==> src/rtl/lc3b_types.sv <==
// rtl/lc3b_types.sv - shared lc3b types for the data cache controller
package lc3b_types;

   localparam int DCACHE_INDEX_WIDTH = 3;
   localparam int DCACHE_NUM_SETS    = 2 ** DCACHE_INDEX_WIDTH;
   localparam int DCACHE_CNT_WIDTH   = 16;

   typedef logic [DCACHE_INDEX_WIDTH-1:0] lc3b_cache_index;

   typedef enum logic [1:0] {
      IDLE      = 2'b00,
      WRITEBACK = 2'b01,
      ALLOCATE  = 2'b10
   } lc3b_dcache_state_t;

   typedef enum logic [1:0] {
      PMEM_SEL_CPU  = 2'b00,
      PMEM_SEL_WAY1 = 2'b01,
      PMEM_SEL_WAY2 = 2'b10
   } lc3b_pmem_addr_sel_t;

endpackage

==> src/rtl/dcache_control_lru.sv <==
// rtl/dcache_control_lru.sv - per-set LRU bit array for the 2-way data cache
module dcache_lru #(
   parameter int NUM_SETS    = 8,
   parameter int INDEX_WIDTH = 3
) (
   input  logic                   clk,
   input  logic                   rst,
   input  logic [INDEX_WIDTH-1:0] rd_index,
   output logic                   rd_value,
   input  logic [INDEX_WIDTH-1:0] wr_index,
   input  logic                   wr_en,
   input  logic                   wr_value
);

   // bit set = way two is least recently used in that set
   logic [NUM_SETS-1:0] lru_q;

   // update the addressed set's LRU bit; cleared asynchronously
   always_ff @(posedge clk or posedge rst) begin
      if (rst) begin
         lru_q <= '0;
      end else if (wr_en) begin
         lru_q[wr_index] <= wr_value;
      end
   end

   assign rd_value = lru_q[rd_index];

endmodule

==> src/rtl/dcache_control.sv <==
// rtl/dcache_control.sv - sequencing FSM for the 2-way 8-set data cache
module dcache_control
   import lc3b_types::*;
#(
   parameter int NUM_SETS    = DCACHE_NUM_SETS,
   parameter int INDEX_WIDTH = DCACHE_INDEX_WIDTH,
   parameter int CNT_WIDTH   = DCACHE_CNT_WIDTH
) (
   input  logic                   clk,
   input  logic                   rst,
   input  logic                   mem_read,
   input  logic                   mem_write,
   input  logic [INDEX_WIDTH-1:0] mem_index,
   input  logic                   hit,
   input  logic                   set_one_hit,
   input  logic                   set_two_hit,
   input  logic                   set_one_valid,
   input  logic                   set_two_valid,
   input  logic                   set_one_dirty,
   input  logic                   set_two_dirty,
   input  logic                   pmem_resp,
   output logic                   mem_resp,
   output logic                   load_set_one,
   output logic                   load_set_two,
   output logic                   write_type_set_one,
   output logic                   write_type_set_two,
   output logic                   line_sel,
   output logic [1:0]             pmem_addr_sel,
   output logic                   pmem_read,
   output logic                   pmem_write,
   output logic [CNT_WIDTH-1:0]   hit_count,
   output logic [CNT_WIDTH-1:0]   miss_count
);

   lc3b_dcache_state_t   state_q, next_state;
   logic                 victim_q, victim_d, victim_dirty;
   logic                 lru_rd, lru_we, lru_wdata;
   logic                 hit_event, miss_event;
   logic                 req;
   logic [CNT_WIDTH-1:0] hit_count_q, miss_count_q;

   assign req = mem_read | mem_write;

   dcache_lru #(
      .NUM_SETS    (NUM_SETS),
      .INDEX_WIDTH (INDEX_WIDTH)
   ) u_lru (
      .clk      (clk),
      .rst      (rst),
      .rd_index (mem_index),
      .rd_value (lru_rd),
      .wr_index (mem_index),
      .wr_en    (lru_we),
      .wr_value (lru_wdata)
   );

   // victim choice: an invalid way is free, otherwise evict the LRU way
   always_comb begin
      victim_d = lru_rd;
      if (!set_one_valid) begin
         victim_d = 1'b0;
      end else if (!set_two_valid) begin
         victim_d = 1'b1;
      end
      victim_dirty = victim_d ? (set_two_valid & set_two_dirty)
                              : (set_one_valid & set_one_dirty);
   end

   // strobes and next state; everything forced low while reset is held
   always_comb begin
      next_state         = state_q;
      mem_resp           = 1'b0;
      load_set_one       = 1'b0;
      load_set_two       = 1'b0;
      write_type_set_one = 1'b0;
      write_type_set_two = 1'b0;
      line_sel           = 1'b0;
      pmem_addr_sel      = PMEM_SEL_CPU;
      pmem_read          = 1'b0;
      pmem_write         = 1'b0;
      lru_we             = 1'b0;
      lru_wdata          = 1'b0;
      hit_event          = 1'b0;
      miss_event         = 1'b0;
      if (!rst) begin
         unique case (state_q)
            IDLE: begin
               if (req && hit) begin
                  mem_resp  = 1'b1;
                  hit_event = 1'b1;
                  lru_we    = 1'b1;
                  // the way not touched becomes least recent; way one wins a double hit
                  lru_wdata = set_one_hit;
                  if (mem_write) begin
                     line_sel = 1'b1;
                     if (set_one_hit) begin
                        load_set_one       = 1'b1;
                        write_type_set_one = 1'b1;
                     end else begin
                        load_set_two       = 1'b1;
                        write_type_set_two = 1'b1;
                     end
                  end
               end else if (req) begin
                  miss_event = 1'b1;
                  next_state = victim_dirty ? WRITEBACK : ALLOCATE;
               end
            end
            WRITEBACK: begin
               pmem_write    = 1'b1;
               pmem_addr_sel = victim_q ? PMEM_SEL_WAY2 : PMEM_SEL_WAY1;
               if (pmem_resp) begin
                  next_state = ALLOCATE;
               end
            end
            ALLOCATE: begin
               pmem_read = 1'b1;
               if (pmem_resp) begin
                  // clean fill from pmem_rdata; the request replays as a hit in IDLE
                  if (victim_q) begin
                     load_set_two = 1'b1;
                  end else begin
                     load_set_one = 1'b1;
                  end
                  next_state = IDLE;
               end
            end
            default: next_state = IDLE;
         endcase
      end
   end

   // state, victim register and saturating performance counters
   always_ff @(posedge clk or posedge rst) begin
      if (rst) begin
         state_q      <= IDLE;
         victim_q     <= 1'b0;
         hit_count_q  <= '0;
         miss_count_q <= '0;
      end else begin
         state_q <= next_state;
         if (miss_event) begin
            victim_q <= victim_d;
         end
         if (hit_event && (hit_count_q != {CNT_WIDTH{1'b1}})) begin
            hit_count_q <= hit_count_q + CNT_WIDTH'(1);
         end
         if (miss_event && (miss_count_q != {CNT_WIDTH{1'b1}})) begin
            miss_count_q <= miss_count_q + CNT_WIDTH'(1);
         end
      end
   end

   assign hit_count  = hit_count_q;
   assign miss_count = miss_count_q;

   // both ways matching the same tag means the datapath is corrupt
   a_single_way_hit: assert property (@(posedge clk) disable iff (rst)
      !(state_q == IDLE && req && set_one_hit && set_two_hit));

endmodule
==> config.mk <==
export PLATFORM = sky130hd
export DESIGN_NAME = dcache_control
export DESIGN_NICKNAME = d
export VERILOG_FILES = /design/src/rtl/lc3b_types.sv /design/src/rtl/dcache_control_lru.sv /design/src/rtl/dcache_control.sv
export SDC_FILE = /design/constraint.sdc
export NUM_CORES = 1
export LEC_CHECK = 0
export CORE_ASPECT_RATIO = 2
export CORE_MARGIN = 1.5
export CORE_UTILIZATION = 44
export CTS_BUF_LIST = sky130_fd_sc_hd__clkbuf_4 sky130_fd_sc_hd__clkbuf_8 sky130_fd_sc_hd__clkbuf_16
export CTS_CLUSTER_SIZE = 16
export DETAILED_ROUTE_END_ITERATION = 12
export PLACE_DENSITY = 0.76
export REMOVE_ABC_BUFFERS = 1
export SYNTH_ARGS = -nofsm -noshare
export SYNTH_HDL_FRONTEND = slang
export SYNTH_SLANG_ARGS = --single-unit
export TNS_END_PERCENT = 20
==> constraint.sdc <==
create_clock -name clk -period 1.5 [get_ports clk]
set_input_delay 0.15 -clock clk [delete_from_list [all_inputs] [get_ports clk]]
set_output_delay 0.15 -clock clk [all_outputs]
set_load 0.01 [all_outputs]
==> metrics.md <==
| Metric | Value |
|---|---|
| Top cell type's share of synthesized area | `0.486` |
| RePlAce Congestion | `0.797` |
| Most area-hungry cell type in the Yosys netlist | `dfrtp_1` |
| Synth-to-Final Area Change | `68.9%` |
| Die area | `5490 sq um` |
| Initial drt markers | `46` |
| Inst Count DP | `396` |
| Clock power share | `0.218` |
| Fmax | `572 MHz` |
| Combinational Power Share | `0.412` |
| Max-slew violations | `0` |
| Synthesis Warnings | `0` |
| IO Port Bufs | `55` |
| Vias in the first global route | `2,214` |
| Core Util, Final | `0.769` |
| Int Power | `2.90 mW` |
| Synth async-reset ratio | `1.00` |
| Final #Nets | `374` |
| Worst hold path type | `reg2reg` |
| Worst slew margin | `0.783` |
| Clock latency on the worst-skew pair | `0.30 ns` |
| Layout cells sized above 1 | `0.416` |
| Worst slew pin tran | `0.325 ns` |
| DP Area | `3350 sq um` |
| Die width | `53.2 um` |
| Critical path capture point type | `flop` |
| Initial Util | `0.455` |
| Outcome | `finished, violations left` |
| Sw frac | `0.327` |
| Filler cells | `330` |
| Worst setup margin | `-0.248 ns` |
| Worst EP required | `1.73 ns` |
| Max Root-Sink Buffers | `2` |
| Register area share after synthesis | `0.486` |
| DR WL/cell | `16.6 um` |
| Max-Cap Viols | `0` |
| # DRC | `0` |
| Largest net degree at the start of global routing | `44` |
| Largest cells by area after synthesis | `dfrtp_1 (49%), xnor2_1 (7.1%), nand2_1 (4.2%)` |
| Post-Layout Cell Count | `415` |
| Post-synth top flop | `dfrtp_1` |
| Detail Route Antenna Nets | `0` |
| Peak supply drop | `1.17 mV` |
| Fin crit share | `1.17` |
| Mapped Cells | `218` |
| GRT Overall Usage | `0.248` |
| Mapped cell area | `2210 sq um` |
| Via density | `5.48` |
| Ports | `57` |
| Dpl hpwl | `4560 um` |
| Number of synthesized register bits | `43` |
| Total iterations of the first detailed-routing run | `4` |
| Final setup vio count | `44` |
| Leak Pwr | `1.96 nW` |
| Register Area | `1080 sq um` |
| Most common cell in the synthesized netlist | `dfrtp_1` |
| Failing checks | `negative setup slack` |
| RSZ-0062 raised after global routing | `yes` |
| Unique masters post-synth | `44` |
| Final Hold Vio Count | `0` |
| Cell Pwr Density | `1150 nW/um^2` |
| Global-route wire length before repair | `9870 um` |
| Post-route design area | `3740 sq um` |
| Startpoint types | `flop` |
| CTS root buf | `clkbuf_8` |
| CTS tree | `done` |
| Final WL | `6880 um` |
| Sequential Power Share | `0.370` |
| H-tree depth | `2` |
| Die span in y | `103 um` |
| Fin crit period | `1.75 ns` |
| Number of flops mapped to enable cells by yosys | `0` |
| Clk pin slew, worst setup/hold paths | `0.08 ns` |
| Crit path arrival time | `1.97 ns` |
| Post-synth top cells | `dfrtp_1 (43), nand2_1 (25), xnor2_1 (18)` |
| Initial antenna violation count | `0` |
| # clock sinks | `43` |
| GRT overflow | `0` |
| Vias | `2,275` |
| Area occupied by multi-input gates | `1290 sq um` |
| Num CTS Buffers | `5` |
| Syn avg cell area | `10.2 sq um` |
| Row count | `36` |
| Ant diodes | `0` |
| CP Max Fanout | `4` |
| Core area | `4860 sq um` |
| WHS | `0.501 ns` |
| Critical path type | `reg2reg` |
| Sw power | `1.41 mW` |
| Post-route clock skew | `0.00638 ns` |
[worst paths after layout]
path                       slack, ns        endpoint      startpoint  cells after the start
max                            -0.25   hit_count[12]      state_q[0]                      6
min                             0.50  u_lru.lru_q[0]  u_lru.lru_q[0]                      2
max reg2reg                    -0.25   hit_count[12]      state_q[0]                      6
min reg2reg                     0.50  u_lru.lru_q[0]  u_lru.lru_q[0]                      2
max in group asynchronous       0.76    hit_count[8]             rst                      4
min in group asynchronous       0.52   miss_count[4]             rst                      4
[worst max-delay path, cell delays in order, from the launching register on]
cell and delay, ns:
dfrtp_2 0.44, nor3_4 0.21, buf_6 0.14, nand3_2 0.08
or4b_4 0.54, nor2_2 0.12, xor2_1 0.14
[routing by layer]
layer	GRT usage	wire length, um
met5	0	0
met4	0.148	303
met3	0.0445	214
met2	0.460	3970
met1	0.246	2390
[power by group through the flow]
stage | sequential (mW) | combinational, mW | clock, mW
2_1_floorplan | 1.70 | 0.508 | 0
3_3_place_gp | 1.58 | 1.49 | 0
3_5_place_dp | 1.59 | 1.54 | 0
4_1_cts | 1.59 | 1.64 | 0.960
5_1_grt | 1.61 | 1.92 | 1.00
6_report | 1.59 | 1.78 | 0.937
[state kept, by name, indices dropped and copies added (netlist names)]
signal,count
hit_count,16
miss_count,16
u_lru.lru_q,8
state_q,2
victim_q,1
[stage by stage]
step           power [mW]  worst slack (ns)  TNS [ns]
3_3_place_gp         3.07            -0.428    -16.87
6_report             4.31            -0.248     -5.61
2_1_floorplan        2.21            -0.207     -3.25
5_1_grt              4.54            -0.324     -8.94
3_5_place_dp         3.14            -0.488    -18.23
4_1_cts              4.19            -0.273     -6.80
[repair_timing]
| item | in CTS | in global routing |
|---|---|---|
| pin swaps | 10 | 16 |
| setup endpoints to repair | 63 | 66 |
| setup buffers | 4 | 7 |
| hold buffers | 0 | 0 |
| resized for setup | 80 | 36 |
[cells by family (layout without fill, tap and decap cells)]
group | after synthesis | after routing | synth area share
and+or+nand+nor | 104 | 104 | 0.256
DFF | 43 | 43 | 0.486
xor gates and xnor gates | 27 | 27 | 0.107
AOI/OAI and AO/OA | 26 | 26 | 0.0836
muxes | 8 | 8 | 0.0390
buffers and inverters | 8 | 148 | 0.0175
adders and majority gates | 2 | 2 | 0.0113
[cells in the final DEF (no fill, tap or decap), types with 2 or more instances in the layout]
cell and n:
nor3_2 4, mux2i_1 3, nor2_1 8, clkdlybuf4s50_1 18, nand2_1 23, buf_4 76
xor2_1 9, nor3_1 3, nor2b_1 2, buf_6 6, dfrtp_1 41, nand4_1 10
o21ai_0 7, nand3_2 5, a31oi_1 2, dfrtp_2 2, o21a_1 2, nor3b_1 2
nor2_2 6, inv_1 3, xnor2_1 18, buf_2 9, dlymetal6s2s_1 15, nand2b_1 2
dlygate4sd2_1 11, a21oi_1 3, mux2_2 5, nor4_4 4, nor3_4 2, nand3_1 14
nor2_4 2, and4_1 2, clkbuf_8 6
[area by class of cell]
class                           instances  share of cell area
Clock buffer                            6              0.0221
Inverter                                4             0.00401
Clock inverter                          2             0.00936
Sequential cell                        43               0.288
Multi-Input combinational cell        167               0.345
Timing Repair Buffer                  136               0.312
Tap cell                               57              0.0191
Note: power is estimated with default switching activity, not from simulation.
